<file path="config.mk">
export PLATFORM = sky130hd
export DESIGN_NAME = buzz_tone_driver
export DESIGN_NICKNAME = d
export VERILOG_FILES = /design/src/rtl/buzz_pkg.sv /design/src/rtl/buzz_tick_gen.sv /design/src/rtl/buzz_tone_driver.sv
export SDC_FILE = /design/constraint.sdc
export NUM_CORES = 1
export LEC_CHECK = 0
export CAP_MARGIN = 20
export CORE_MARGIN = 3
export CORE_UTILIZATION = 53
export CTS_CLUSTER_DIAMETER = 100
export DETAILED_ROUTE_END_ITERATION = 7
export PLACE_DENSITY = 0.82
export RECOVER_POWER = 25
export SETUP_SLACK_MARGIN = 0.05
export SYNTH_ARGS = -nofsm -noshare
export SYNTH_HDL_FRONTEND = slang
export SYNTH_SLANG_ARGS = --single-unit
</file>
<file path="constraint.sdc">
create_clock -name clk -period 2 [get_ports clk]
set_input_delay 0.4 -clock clk [delete_from_list [all_inputs] [get_ports clk]]
set_output_delay 0.4 -clock clk [all_outputs]
set_load 0.02 [all_outputs]
</file>
<file path="src/rtl/buzz_pkg.sv">
// rtl/buzz_pkg.sv - shared state encoding, zone constants and priority encoder for the piezo tone driver
package buzz_pkg;

    typedef enum logic [1:0] {
        IDLE     = 2'd0,
        BEEP_ON  = 2'd1,
        BEEP_OFF = 2'd2,
        COOL     = 2'd3
    } state_e;

    localparam logic [1:0] ZONE0     = 2'd0;
    localparam logic [1:0] ZONE1     = 2'd1;
    localparam logic [1:0] ZONE2     = 2'd2;
    localparam logic [1:0] ZONE_NONE = 2'd3;

    // Lowest set bit wins: zone 0 is the most urgent alarm.
    function automatic logic [1:0] prio_enc(input logic [2:0] v);
        if (v[0]) begin
            return ZONE0;
        end else if (v[1]) begin
            return ZONE1;
        end else if (v[2]) begin
            return ZONE2;
        end else begin
            return ZONE_NONE;
        end
    endfunction

endpackage

</file>
<file path="src/rtl/buzz_tick_gen.sv">
// rtl/buzz_tick_gen.sv - cadence prescaler producing one tick every PRESCALE enabled clk cycles
module buzz_tick_gen #(
    parameter int unsigned PRESCALE = 16
) (
    input  logic clk,
    input  logic rst_n,
    input  logic en,
    input  logic clr,
    output logic tick
);

    logic [7:0] cnt_q;
    logic [7:0] cnt_d;

    assign tick = en & (cnt_q == 8'(PRESCALE - 1));

    // Count 0..PRESCALE-1; a clear restarts the cadence phase at 0.
    always_comb begin
        cnt_d = cnt_q;
        if (clr) begin
            cnt_d = '0;
        end else if (cnt_q == 8'(PRESCALE - 1)) begin
            cnt_d = '0;
        end else begin
            cnt_d = cnt_q + 8'd1;
        end
    end

    // Prescaler register, frozen while disabled.
    always_ff @(posedge clk or negedge rst_n) begin
        if (!rst_n) begin
            cnt_q <= '0;
        end else if (en) begin
            cnt_q <= cnt_d;
        end
    end

endmodule

</file>
<file path="src/rtl/buzz_tone_driver.sv">
// rtl/buzz_tone_driver.sv - alarm-to-beep-cadence piezo driver; BUZZ_PREEMPT_EN enables priority preemption
module buzz_tone_driver
    import buzz_pkg::*;
#(
    parameter int unsigned PRESCALE   = 16,
    parameter int unsigned TONE0_HALF = 3,
    parameter int unsigned TONE1_HALF = 5,
    parameter int unsigned TONE2_HALF = 7,
    parameter int unsigned ON_TICKS   = 4,
    parameter int unsigned OFF_TICKS  = 2,
    parameter int unsigned NUM_BEEPS  = 3,
    parameter int unsigned COOL_TICKS = 8
) (
    input  logic       clk,
    input  logic       rst_n,
    input  logic       ena,
    input  logic [2:0] alarm_in,
    input  logic       ack,
    output logic       spk_out,
    output logic [2:0] led,
    output logic       busy,
    output logic [1:0] active_ch
);

    generate
        if (PRESCALE < 2 || PRESCALE > 255 ||
            TONE0_HALF < 1 || TONE0_HALF > 7 ||
            TONE1_HALF < 1 || TONE1_HALF > 7 ||
            TONE2_HALF < 1 || TONE2_HALF > 7 ||
            ON_TICKS < 1 || ON_TICKS > 15 ||
            OFF_TICKS < 1 || OFF_TICKS > 15 ||
            NUM_BEEPS < 1 || NUM_BEEPS > 7 ||
            COOL_TICKS < 1 || COOL_TICKS > 15) begin : g_param_check
            $error("buzz_tone_driver: parameter out of range");
        end
    endgenerate

    state_e     state_q, state_d;
    logic [2:0] alarm_q, alarm_d;
    logic [2:0] pending_q, pending_d;
    logic [1:0] active_ch_q, active_ch_d;
    logic [2:0] beep_cnt_q, beep_cnt_d;
    logic [3:0] tick_cnt_q, tick_cnt_d;
    logic [2:0] tone_cnt_q, tone_cnt_d;
    logic       tone_q, tone_d;

    logic [2:0] rise;
    logic [2:0] cand;
    logic [1:0] serve_ch;
    logic [3:0] tick_limit;
    logic       last_tick;
    logic       restart;
    logic       state_chg;
    logic       tick;
    logic       tick_clr;
    logic [2:0] tone_half;

    assign tick_clr = (state_q == IDLE) | state_chg;

    buzz_tick_gen #(
        .PRESCALE(PRESCALE)
    ) u_tick_gen (
        .clk  (clk),
        .rst_n(rst_n),
        .en   (ena),
        .clr  (tick_clr),
        .tick (tick)
    );

    // Tone half-period of the zone being served.
    always_comb begin
        case (active_ch_q)
            ZONE1:   tone_half = 3'(TONE1_HALF);
            ZONE2:   tone_half = 3'(TONE2_HALF);
            default: tone_half = 3'(TONE0_HALF);
        endcase
    end

    // Service FSM: latch rising alarms, pick by priority, walk the beep cadence.
    always_comb begin
        alarm_d     = alarm_in;
        rise        = alarm_in & ~alarm_q;
        cand        = pending_q | rise;
        serve_ch    = prio_enc(cand);
        state_d     = state_q;
        active_ch_d = active_ch_q;
        pending_d   = cand;
        beep_cnt_d  = beep_cnt_q;
        restart     = 1'b0;
        case (state_q)
            BEEP_ON:  tick_limit = 4'(ON_TICKS - 1);
            BEEP_OFF: tick_limit = 4'(OFF_TICKS - 1);
            default:  tick_limit = 4'(COOL_TICKS - 1);
        endcase
        last_tick = tick & (tick_cnt_q == tick_limit);
        case (state_q)
            IDLE: begin
                if (cand != 3'b000) begin
                    state_d     = BEEP_ON;
                    active_ch_d = serve_ch;
                    pending_d   = cand & ~(3'b001 << serve_ch);
                end
            end
            BEEP_ON: begin
                if (last_tick) begin
                    beep_cnt_d = beep_cnt_q + 3'd1;
                    state_d    = (beep_cnt_d == 3'(NUM_BEEPS)) ? COOL : BEEP_OFF;
                end
            end
            BEEP_OFF: begin
                if (last_tick) begin
                    state_d = BEEP_ON;
                end
            end
            COOL: begin
                if (last_tick) begin
                    state_d     = IDLE;
                    active_ch_d = ZONE_NONE;
                    beep_cnt_d  = '0;
                end
            end
            default: state_d = IDLE;
        endcase
`ifdef BUZZ_PREEMPT_EN
        // A more urgent zone takes over on a cadence tick; the displaced zone is re-queued in full.
        if ((state_q == BEEP_ON || state_q == BEEP_OFF) && tick && (serve_ch < active_ch_q)) begin
            state_d     = BEEP_ON;
            active_ch_d = serve_ch;
            beep_cnt_d  = '0;
            restart     = 1'b1;
            pending_d   = (cand & ~(3'b001 << serve_ch)) | (3'b001 << active_ch_q);
        end
`endif
        if (ack) begin
            state_d     = IDLE;
            active_ch_d = ZONE_NONE;
            pending_d   = '0;
            beep_cnt_d  = '0;
            restart     = 1'b0;
        end
        state_chg = (state_d != state_q) | restart;
    end

    // Per-state tick count and tone square wave, both restarted on any state entry.
    always_comb begin
        tick_cnt_d = tick_cnt_q;
        tone_cnt_d = tone_cnt_q;
        tone_d     = tone_q;
        if (state_chg || ack) begin
            tick_cnt_d = '0;
            tone_cnt_d = '0;
            tone_d     = 1'b0;
        end else begin
            if (tick) begin
                tick_cnt_d = tick_cnt_q + 4'd1;
            end
            if (state_q == BEEP_ON) begin
                if (tone_cnt_q == tone_half - 3'd1) begin
                    tone_cnt_d = '0;
                    tone_d     = ~tone_q;
                end else begin
                    tone_cnt_d = tone_cnt_q + 3'd1;
                end
            end
        end
    end

    // State registers; everything freezes while ena is low.
    always_ff @(posedge clk or negedge rst_n) begin
        if (!rst_n) begin
            state_q     <= IDLE;
            alarm_q     <= '0;
            pending_q   <= '0;
            active_ch_q <= ZONE_NONE;
            beep_cnt_q  <= '0;
            tick_cnt_q  <= '0;
            tone_cnt_q  <= '0;
            tone_q      <= 1'b0;
        end else if (ena) begin
            state_q     <= state_d;
            alarm_q     <= alarm_d;
            pending_q   <= pending_d;
            active_ch_q <= active_ch_d;
            beep_cnt_q  <= beep_cnt_d;
            tick_cnt_q  <= tick_cnt_d;
            tone_cnt_q  <= tone_cnt_d;
            tone_q      <= tone_d;
        end
    end

    assign busy      = (state_q != IDLE);
    assign active_ch = active_ch_q;
    assign led       = busy ? (3'b001 << active_ch_q) : 3'b000;
    assign spk_out   = ena & (state_q == BEEP_ON) & tone_q;

endmodule

</file>
Word level (Yosys, flattened, before mapping)
Index checks and enable logic that the tools add are counted.

Add/subtract/negate cells: 5. $mul: 0. Div/mod/pow operators: 0. Magnitude comparators: 0. Equal/unequal tests: 13. Shifts and indexed selects: 2. Mux-type cells: 34. Bitwise gates (word level): 11. Reductions and logical operators: 14.

Operators with widths (number): 2-to-1 mux 3 bit (10); 2-to-1 mux 2 bit (10); one-hot mux 3 bit (2 select lines) (3); 2-to-1 mux 8 bit (2); nonzero test 3 bit (3); adder 8 x 1 -> 8 bit, second input constant (1); == test 8 x 4 -> 1 bit, second input constant (1); 2-to-1 mux 4 bit (2); one-hot mux 2 bit (4 select lines) (1); AND reduction 4 bit (2); nonzero test 2 bit (4); adder 3 x 1 -> 3 bit, second input constant (2); AND 3 bit (2); == test 2 bit, second input constant (3); inequality test 3 bit, second input constant (2); inverter 3 bit (2); left shift 1 x 2 -> 3 bit, first input constant (2); 2-to-1 mux 1 bit (5); adder 4 x 1 -> 4 bit, second input constant (1); AND 1 bit (4); == test 2 x 1 -> 1 bit, second input constant (2); == test 4 bit (1); one-hot mux 2 bit (2 select lines) (1); AND reduction 2 bit (2); other kinds (11) (11).

Bits in registers: 29. Bits in latches: 0. Bits in writable memories: 0. Memory bits (read-only): 0. Input port bits: 7. Output and inout bits: 7. Memories kept: 0.

Depth between registers and ports, before layout
Gate-level depths: netlist of run 1.

Depth after elaboration: 12. Mapped depth: 9.

Modules after synthesis
From an unflattened synthesis of run 1, not the netlist that was laid out.

Cell total of the unflattened synthesis: 207. Area total of the unflattened synthesis: 1989.4 um^2.

By module, submodules not included: buzz_tone_driver (instances 1, cells each 164, area each 1506.4 um^2, sequential area each 528.0 um^2); buzz_tick_gen (instances 1, cells each 43, area each 483.0 um^2, sequential area each 200.2 um^2).

Worst setup path after synthesis of run 1
Ideal clock, no wire load.

Path type: register -> register. From: register state_q[1]. To: register u_tick_gen.cnt_q[3]. Setup time: 82 ps. Arrival time: 2012 ps. Setup slack: -93 ps. Stages on the path, launching flop included: 9. Buffers on the path: 0. Cell sequence: dfrtp_1 inv_1 ha_1 xor2_1 nand4_1 o22ai_2 o31ai_4 a41oi_1 a31oi_1.

Word-level cells in the longest chain between the ends: 10.

Ends and longest elaborated chain: start, declared (RTL line buzz_tone_driver.sv:38) `state_e state_q, state_d;`; start signal, assigned (RTL line buzz_tone_driver.sv:180) `state_q <= state_d;`; == test 2 bit / == test 2 x 1 -> 1 bit (equally long branches) (RTL line buzz_tone_driver.sv:90, buzz_tone_driver.sv:96); one-hot mux 3 bit (2 select lines) (RTL line buzz_tone_driver.sv:90) `case (state_q)`; == test 4 bit (RTL line buzz_tone_driver.sv:95) `last_tick = tick & (tick_cnt_q == tick_limit);`; AND 1 bit (RTL line buzz_tone_driver.sv:95); 2-to-1 mux 2 bit (on tied branches) (RTL line buzz_tone_driver.sv:116, buzz_tone_driver.sv:105, buzz_tone_driver.sv:111); one-hot mux 2 bit (4 select lines) (RTL line buzz_tone_driver.sv:96) `case (state_q)`; 2-to-1 mux 2 bit (RTL line buzz_tone_driver.sv:134) `if (ack) begin`; inequality test 2 bit (RTL line buzz_tone_driver.sv:141) `state_chg = (state_d != state_q) | restart;`; OR 1 bit (*) (RTL line buzz_tone_driver.sv:58) `assign tick_clr = (state_q == IDLE) | state_chg;`; 2-to-1 mux 8 bit (*) (RTL line buzz_tick_gen.sv:20) `if (clr) begin`; end signal, assigned (RTL line buzz_tick_gen.sv:34) `cnt_q <= cnt_d;`; end, declared (RTL line buzz_tick_gen.sv:12) `logic [7:0] cnt_q;`.

Every way passes the cells marked *; elsewhere a longest branch is shown, timed or not. A chain may end at the register's enable or synchronous reset.

Final worst setup path of run 1
From: register state_q[1]. To: register tone_cnt_q[2].

Word-level cells in the longest chain between the ends: 11.

Ends and longest elaborated chain: == test 2 bit / == test 2 x 1 -> 1 bit (equally long branches) (RTL line buzz_tone_driver.sv:90, buzz_tone_driver.sv:96, buzz_tone_driver.sv:157); one-hot mux 3 bit (2 select lines) (RTL line buzz_tone_driver.sv:90); == test 4 bit (RTL line buzz_tone_driver.sv:95); AND 1 bit (RTL line buzz_tone_driver.sv:95); 2-to-1 mux 2 bit (on tied branches) (RTL line buzz_tone_driver.sv:116, buzz_tone_driver.sv:105, buzz_tone_driver.sv:111); one-hot mux 2 bit (4 select lines) (RTL line buzz_tone_driver.sv:96); 2-to-1 mux 2 bit (RTL line buzz_tone_driver.sv:134); inequality test 2 bit (RTL line buzz_tone_driver.sv:141); logical OR 1 bit (RTL line buzz_tone_driver.sv:149) `if (state_chg || ack) begin`; nonzero test 2 bit (no line); AND reduction 2 bit (no line); end signal, assigned (RTL line buzz_tone_driver.sv:186) `tone_cnt_q <= tone_cnt_d;`; end, declared (RTL line buzz_tone_driver.sv:44) `logic [2:0] tone_cnt_q, tone_cnt_d;`.

Parallel ways exist; a longest one is shown, timed or not.

==> results of run 1 <==
## logic make-up (layout without fill, tap and decap cells)
logic type / count (synthesis) / count (layout)
compound gates: 61 / 62
xor+xnor: 6 / 6
fa+ha+maj: 13 / 13
buf+inv: 31 / 93
flops: 29 / 29
mux: 8 / 8
simple gates: 64 / 64
## power by group through the flow
stage | clock network (mW) | registers (mW) | logic, mW
4_1_cts | 0.486 | 0.805 | 1.29
3_3_place_gp | 0 | 0.799 | 1.12
2_1_floorplan | 0 | 0.807 | 0.704
5_1_grt | 0.502 | 0.824 | 1.54
3_5_place_dp | 0 | 0.805 | 1.15
6_report | 0.474 | 0.815 | 1.43
## state kept, by name, summed over array words and instances, names as in the netlist
| signal | count |
|---|---|
| active_ch | 2 |
| alarm_q | 3 |
| beep_cnt_q | 3 |
| pending_q | 3 |
| state_q | 2 |
| tick_cnt_q | 4 |
| tone_cnt_q | 3 |
| tone_q | 1 |
| u_tick_gen.cnt_q | 8 |
## Yosys cell counts, drive strengths merged (2+ instances only)
library cell  count  area (µm²)
mux2              3       33.78
a41oi             3       26.28
nand3            10       55.05
nand4b            2       32.53
a31oi             6       37.54
o221ai            2       17.52
nor4              5       46.29
nand2b            3       18.77
nor2             11       43.80
clkbuf            5       18.77
nor3              5       25.02
dfstp             2       52.55
ha               13       162.7
and3              7       45.05
nand4             5       31.28
dfrtp            27       675.7
o22ai            13       137.6
xnor2             3       26.28
and2              2       12.51
buf               5       30.02
inv              21       78.83
xor2              3       26.28
a21oi            15       82.58
o31ai             4       71.32
o21ai             8       40.04
mux2i             5       50.05
a211oi            2       15.01
nor2b             8       57.55
nand2             4       15.01
## layer usage
layer  track usage  share of wire
met5             0              0
met4        0.1290          0.047
met3       0.06404          0.062
met2        0.4573           0.48
met1        0.3491           0.41
## worst paths after layout
path | from | endpoint | slack [ns] | depth (start not counted)
min | alarm_in[1] | alarm_q[1] | 0.39 | 2
max | state_q[1] | tone_cnt_q[2] | -0.08 | 10
min reg2reg | pending_q[2] | pending_q[2] | 0.54 | 1
max reg2reg | state_q[1] | tone_cnt_q[2] | -0.08 | 10
max in group asynchronous | rst_n | state_q[1] | 0.77 | 2
min in group asynchronous | rst_n | alarm_q[1] | 0.70 | 2
## through the flow
step | utilization | area [µm²] | hold slack (ns) | instances | total power [mW]
finish | 0.8333 | 2934 | 0.3928 | 321 | 2.716
CTS | 0.7992 | 2814 | 0.4967 | 314 | 2.580
detailed placement | 0.7129 | 2510 | 0.5040 | 298 | 1.956
global route | 0.8333 | 2934 | 0.4059 | 321 | 2.866
global placement | 0.7129 | 2510 | 0.4940 | 298 | 1.916
floorplan | - | 2081 | 0.1044 | 212 | 1.511
## layout make-up
| type | count | area share |
|---|---|---|
| timing repair buffer | 64 | 0.1906 |
| sequential | 29 | 0.2490 |
| clock buffer | 6 | 0.02473 |
| tap | 46 | 0.01962 |
| inverter | 21 | 0.02900 |
| multi-input combinational | 153 | 0.4836 |
| clock inverter | 2 | 0.003412 |
## timing repair
item / in CTS / in global routing
resized for setup: 38 / 24
pin swaps: 16 / 17
endpoints found under the setup margin: 26 / 28
gates cloned: 2 / 0
setup buffers: 6 / 8
==> impl_metrics.toml, run 1 <==
[yosys]
synthXorXnorAreaFrac = 0.02558
synth_compound_area_frac = 0.2436
ys_seq_area_frac = 0.3544
yosys.area_share.adder = 0.07917
avgSynthCellArea_um2 = 9.691
synthCells = 212
synth_top_family_by_area = "compound AO/OA/AOI/OAI gates"
synth_cell_types = 51
ys_ff_latch = 29
synthFlopType = "dfrtp_1"
synth.mux.area_fraction = 0.04080
syn_area_um2 = 2054
ys_warn_count = 0
syn_nets = 232
yosys.area_share.simple = 0.1943
async_reset_ff_frac = 1.000
synth_edf_count = 0

[hold_path]
hp-class = "input pin to flip-flop"

[outcome]
outcome = "complete, but fails checks"
violations = "negative setup slack"

[power]
p_clk_frac = 0.174
internal_power_mw = 1.597
p_leak_nw = 1.289
combPwrFrac = 0.526
max-vdd-ir-drop_mv = 0.8702
p_per_area_nw_per_um2 = 925.7
switching_share = 0.4121
power_frac_seq = 0.300
switchingPower_mw = 1.119

[finish]
layout-drive-gt1-share = 0.4291
multiInputGateArea_um2 = 1419
diodes = 0
mostFrequentLayoutCells = "buf_4 (42), dfrtp_1 (25), inv_1 (18)"
fill_cells = 195
nets = 294
syn_to_final_growth_pct = 42.81
seqCellArea_um2 = 730.7
layout_commonest_cell = "buf_4"

[timing]
fin_skew_ns = 0.006942
rsz0062_at_grt = "yes"
tightestPinTransition_ns = 0.7416
slew_viol_final = 0
max_freq_mhz = 479.7
setup_ws_ns = -0.08477
hold_violations = 0
relSlewSlack = 0.5056
timing.final.crit_share = 1.042
finalSetupTns_ns = -0.9110
setup_viol = 19
fin_crit_ns = 2.085

[setup_path]
path_cells = "inv_2 > buf_6 > ha_4 > buf_6 > nor3b_4 > a21oi_2 > o22ai_2 > o31ai_4 > nand4b_4 > o22ai_2"
arrival_ns = 2.29
required_ns = 2.21
worst_path_largest_cell_delay_ns = 0.39
crit_type = "flip-flop to flip-flop"
crit_path_max_fanout = 8
crit_path_start_kind = "flip-flop"
path_buf_inv = 3
cp-end-kind = "flip-flop"
crit_family = "compound AO/OA/AOI/OAI gates"
slowest_stage = "dfrtp_2"

[cts]
clock_sinks = 29
cts_tree = "yes"
cts_buffer_depth = 2
path_clk_slew_ns = 0.07
htreeDepth = 2
cts_root_buffer = "clkbuf_8"
cts_hold_buf = 0
cts_made_buffers = 5
clock_latency_ns = 0.29

[floorplanning]
coreArea_um2 = 3521
io-pin-count = 14
initial_core_util = 0.5835
die_area_um2 = 4659
die_y_um = 68.26
fp-row-count = 21
die_x_um = 68.26

[routing]
drt_iter0_markers = 152
via_per_inst = 6.159
firstDrtPassIters = 4
finalWirelength_um = 6384
postRouteAntennaNets = 0
vias = 1977
post_drt_wl_per_cell_um = 19.89
drc = 0

[grt]
grt_util_all_layers = 0.2799
grt_pass1_vias = 1977
grt_first_pass_wirelength_um = 9501
gr-total-overflow = 0
antenna_found_initial = 0
grt_max_degree = 34

[place]
io_buffers = 13
dp_hpwl_um = 3395
dpl_worst_slack_ns = -0.3399
place_congestion = 0.8185

[run]
max_cap_viol_count = 0
Note: power is estimated with default switching activity, not from simulation.
==> run 2, diff against run 1 <==
CORE_MARGIN = 1.5   (was 3)
CORE_UTILIZATION = 59   (was 53)
PLACE_DENSITY = 0.86   (was 0.82)
clock period = 2.2 ns   (was 2 ns; I/O delays follow)
==> impl_metrics.toml, run 2 (synthesized netlist as in run 1, its figures left out) <==
[timing]
finalSetupTns_ns = 0
fin_crit_ns = 2.092
relSlewSlack = 0.5139
hold_violations = 0
rsz0062_at_grt = "yes"
setup_viol = 0
tightestPinTransition_ns = 0.7292
slew_viol_final = 0
timing.final.crit_share = 0.9511
max_freq_mhz = 477.9
fin_skew_ns = 0.01493

[finish]
layout.cells.non_filler = 297
top_register = "u_tick_gen.cnt_q"
reg_top3 = "u_tick_gen.cnt_q x8, tick_cnt_q x4"
layout-drive-gt1-share = 0.2869
diodes = 0
syn_to_final_growth_pct = 23.14
mostFrequentLayoutCells = "dfrtp_1 (26), buf_4 (26), inv_1 (19)"
nets = 270
fill_cells = 235
largest_register_ffs = 8

[cts]
cts_hold_buf = 0
clock_sinks = 29
cts_made_buffers = 5
cts_tree = "yes"
cts_root_buffer = "clkbuf_4"
htreeDepth = 2
clock_latency_ns = 0.34
cts_buffer_depth = 2
path_clk_slew_ns = 0.10

[floorplanning]
initial_core_util = 0.6157
die_area_um2 = 3845
io-pin-count = 14
fp-row-count = 21
coreArea_um2 = 3337
die_y_um = 62.01
die_x_um = 62.01

[setup_path]
crit_path_max_fanout = 6
crit_family = "simple AND/OR/NAND/NOR gates"
cp-end-kind = "flip-flop"
crit_type = "flip-flop to flip-flop"
slowest_stage = "nor4_1"
arrival_ns = 2.31
worst_path_largest_cell_delay_ns = 0.46
path_buf_inv = 1
path_cells = "nor4_1 > nand2_2 > buf_4 > nor3_1 > o21ai_2 > o41ai_1"
crit_path_start_kind = "flip-flop"
required_ns = 2.41

[power]
switchingPower_mw = 0.8454
p_clk_frac = 0.176
combPwrFrac = 0.484
power_frac_seq = 0.340
max-vdd-ir-drop_mv = 0.6311
internal_power_mw = 1.308
p_per_area_nw_per_um2 = 851.2
p_leak_nw = 1.125
switching_share = 0.3926

[routing]
postRouteAntennaNets = 0
firstDrtPassIters = 5
post_drt_wl_per_cell_um = 15.61
finalWirelength_um = 4636
via_per_inst = 5.976
drc = 0
drt_iter0_markers = 112
vias = 1775

[grt]
grt_pass1_vias = 1709
gr-total-overflow = 0
grt_util_all_layers = 0.2636
antenna_found_initial = 0
grt_max_degree = 34
grt_first_pass_wirelength_um = 7410

[place]
dp.cells = 286
io_buffers = 13
place_congestion = 0.8725
dp_hpwl_um = 3330

[outcome]
outcome = "finished clean"

[hold_path]
hp-class = "flip-flop to flip-flop"

[run]
max_cap_viol_count = 0
run 2: cell types whose count changed in the layout (fill, tap and decap cells not counted), moves of 3 or more:
cell	change
buf_6	-7
o22ai_1	+3
dlygate4sd2_1	+5
clkbuf_8	-3
buf_4	-16
clkbuf_4	+5
run 2: metrics by stage:
| stage | worst slack, ns | cell area [µm²] | hold slack (ns) | power [mW] | util |
|---|---|---|---|---|---|
| after floorplan | 0.1065 | 2054 | 0.1444 | 1.350 | - |
| after global placement | -0.08928 | 2381 | 0.4927 | 1.636 | 0.7135 |
| after detailed placement | -0.1389 | 2381 | 0.4972 | 1.673 | 0.7135 |
| after CTS | 0.008127 | 2470 | 0.4823 | 2.086 | 0.7402 |
| after global routing | 0.02156 | 2530 | 0.5555 | 2.293 | 0.7582 |
| final | 0.1075 | 2530 | 0.5165 | 2.153 | 0.7582 |
run 2: worst reg2reg max path, stage by stage, from the launching register on:
cell and delay, ns:
dfrtp_1 0.44, nor4_1 0.46, nand2_2 0.17, buf_4 0.18, nor3_1 0.26, o21ai_2 0.15, o41ai_1 0.31
run 2: repair_timing:
item | in CTS | in global routing
pin swaps | 1 | 2
buffers inserted | 1 | 2
resized for setup | 7 | 11
setup endpoints to repair | 15 | 27
run 2: power by group through the flow:
stage / clock, mW / combinational, mW / sequential, mW
final: 0.378 / 1.04 / 0.733
after global routing: 0.405 / 1.14 / 0.748
after CTS: 0.379 / 0.984 / 0.723
after detailed placement: 0 / 0.940 / 0.733
after global placement: 0 / 0.909 / 0.728
after floorplan: 0 / 0.619 / 0.731
run 2: worst paths after layout:
path / endpoint / from / slack [ns] / cells after the start
hold reg to reg: alarm_q[1] / alarm_q[1] / 0.52 / 1
min in group asynchronous: u_tick_gen.cnt_q[2] / rst_n / 0.67 / 2
setup / recovery: beep_cnt_q[1] / u_tick_gen.cnt_q[5] / 0.11 / 6
hold / removal: alarm_q[1] / alarm_q[1] / 0.52 / 1
setup reg to reg: beep_cnt_q[1] / u_tick_gen.cnt_q[5] / 0.11 / 6
max in group asynchronous: state_q[0] / rst_n / 1.03 / 2
run 2: per-layer routing:
metal / share of wire / wire [µm] / GRT usage / vias up
li1: - / - / - / 865
met1: 0.43 / 2007 / 0.3254 / 843
met2: 0.50 / 2326 / 0.4449 / 57
met3: 0.047 / 219 / 0.04762 / 10
met4: 0.018 / 82 / 0.1246 / 0
met5: 0 / 0 / 0 / -
run 2: area by class of cell:
cell class | instances | area (µm²) | share of cell area
Clock buffer | 7 | 65.06 | 0.02572
Multi-Input combinational cell | 152 | 1247 | 0.4931
Timing Repair Buffer | 41 | 344.1 | 0.1360
Inverter | 21 | 81.33 | 0.03215
Sequential cell | 29 | 729.5 | 0.2883
Clock inverter | 1 | 5.005 | 0.001978
Tap cell | 46 | 57.56 | 0.02275
==> run 3, diff against run 2 <==
ABC_CLOCK_PERIOD_IN_PS = 2200   (was default)
CORE_UTILIZATION = 35   (was 59)
PLACE_DENSITY = 0.58   (was 0.86)
==> impl_metrics.toml, run 3 (synthesized netlist as in run 1, its figures left out) <==
[routing]
drt_iter0_markers = 57
post_drt_wl_per_cell_um = 14.25
postRouteAntennaNets = 0
vias = 1737
firstDrtPassIters = 4
via_per_inst = 5.248
finalWirelength_um = 4718
drc = 0

[finish]
top_register = "u_tick_gen.cnt_q"
reg_top3 = "u_tick_gen.cnt_q x8, tick_cnt_q x4"
mostFrequentLayoutCells = "buf_4 (33), dfrtp_1 (27), inv_1 (19)"
diodes = 0
nets = 278
layout_commonest_cell = "buf_4"
layout-drive-gt1-share = 0.3089
syn_to_final_growth_pct = 29.66
fill_cells = 553
largest_register_ffs = 8

[floorplanning]
die_y_um = 79.62
die_area_um2 = 6339
coreArea_um2 = 5574
initial_core_util = 0.3686
die_x_um = 79.62
io-pin-count = 14
fp-row-count = 27

[hold_path]
min_to = "alarm_q[1]"
holdCritStartpoint = "alarm_q[1]"
min_path_cells = 1
hp-class = "flip-flop to flip-flop"

[setup_path]
required_ns = 2.40
crit_path_max_fanout = 5
reg2reg_slack_ns = 0.12
crit_path_start_kind = "flip-flop"
r2r-end = "u_tick_gen.cnt_q[3]"
arrival_ns = 2.28
cp-end-kind = "flip-flop"
crit_type = "flip-flop to flip-flop"
reg2regPathDepth = 9
timing.rr.start = "state_q[0]"

[grt]
grt_pass1_vias = 1709
grt_util_all_layers = 0.1618
gr-total-overflow = 0
grt_first_pass_wirelength_um = 8004
grt_max_degree = 35
antenna_found_initial = 0

[timing]
tightestPinTransition_ns = 0.7497
relSlewSlack = 0.5002
fin_crit_ns = 2.081
timing.final.crit_share = 0.9459
rsz0062_at_grt = "yes"
hold_violations = 0
finalSetupTns_ns = 0
slew_viol_final = 0
setup_viol = 0
fin_skew_ns = 0.007035
max_freq_mhz = 480.5

[cts]
cts_root_buffer = "clkbuf_8"
path_clk_slew_ns = 0.06
htreeDepth = 2
cts_buffer_depth = 2
clock_sinks = 29
cts_made_buffers = 5
cts_hold_buf = 0
clock_latency_ns = 0.28
cts_tree = "yes"

[power]
p_leak_nw = 1.175
power_mw = 2.289
p_per_area_nw_per_um2 = 859.4
max-vdd-ir-drop_mv = 0.4525

[place]
io_buffers = 13
dp_hpwl_um = 3237
place_congestion = 0.8665

[outcome]
outcome = "finished clean"

[run]
max_cap_viol_count = 0
## run 3: cell types whose count changed in the layout (fill, tap and decap cells not counted), moves of 2 or more
cell,change
a41oi_1,-3
a41oi_2,+3
buf_4,+7
clkbuf_1,+2
clkbuf_4,-5
clkbuf_8,+4
ha_2,+2
ha_4,-2
## run 3: what timing repair did
item	CTS	global route
buffers inserted	1	3
setup endpoints to repair	10	24
gates resized for setup	7	10
pin swaps	2	9
gates cloned	0	1
## run 3: worst max path at each step
stage	startpoint	to	slack [ns]	cells past startpoint
global route	state_q[0]	beep_cnt_q[0]	0.03	9
detailed placement	alarm_in[0]	tick_cnt_q[1]	-0.15	7
global placement	alarm_in[0]	tick_cnt_q[1]	-0.11	7
CTS	state_q[0]	u_tick_gen.cnt_q[4]	0.06	9
floorplan	state_q[1]	u_tick_gen.cnt_q[3]	0.11	8
finish	state_q[0]	u_tick_gen.cnt_q[3]	0.12	9
## run 3: metrics by stage
step,instance area (µm²),std cells,hold slack (ns),util,worst slack [ns]
after global placement,2459,318,0.4918,0.4411,-0.1081
after CTS,2567,327,0.5162,0.4606,0.05666
final,2664,331,0.5121,0.4779,0.1190
after global routing,2664,331,0.5205,0.4779,0.02964
after floorplan,2054,212,0.1444,-,0.1065
after detailed placement,2459,318,0.5018,0.4411,-0.1466
## run 3: cell type report
cell class,count,area (µm²),area share
timing repair buffer,49,421.7,0.1583
tap,72,90.09,0.03382
sequential,29,728.2,0.2734
inverter,21,78.83,0.02959
clock buffer,8,90.09,0.03382
multi-input combinational,152,1255,0.4711
## run 3: worst max-delay path, stage by stage, from the launching register on
cell	delay, ns
dfrtp_1	0.41
inv_2	0.10
ha_2	0.28
xor2_1	0.16
nand4_1	0.12
o22ai_2	0.14
o31ai_4	0.29
clkbuf_16	0.21
nand4_1	0.08
a31oi_1	0.19
## run 3: power by group
part,switching (mW),total [mW],internal [mW]
Sequential,0.0916,0.726,0.634
Clock,0.203,0.457,0.255
Combinational,0.559,1.11,0.547
Total,0.853,2.29,1.44
## run 3: per-layer routing
layer | GRT usage | vias up | routed length (µm)
met4 | 0.06842 | 0 | 80
met2 | 0.2568 | 18 | 2164
li1 | - | 871 | -
met1 | 0.2128 | 840 | 2349
met5 | 0 | - | 0
met3 | 0.03200 | 8 | 124
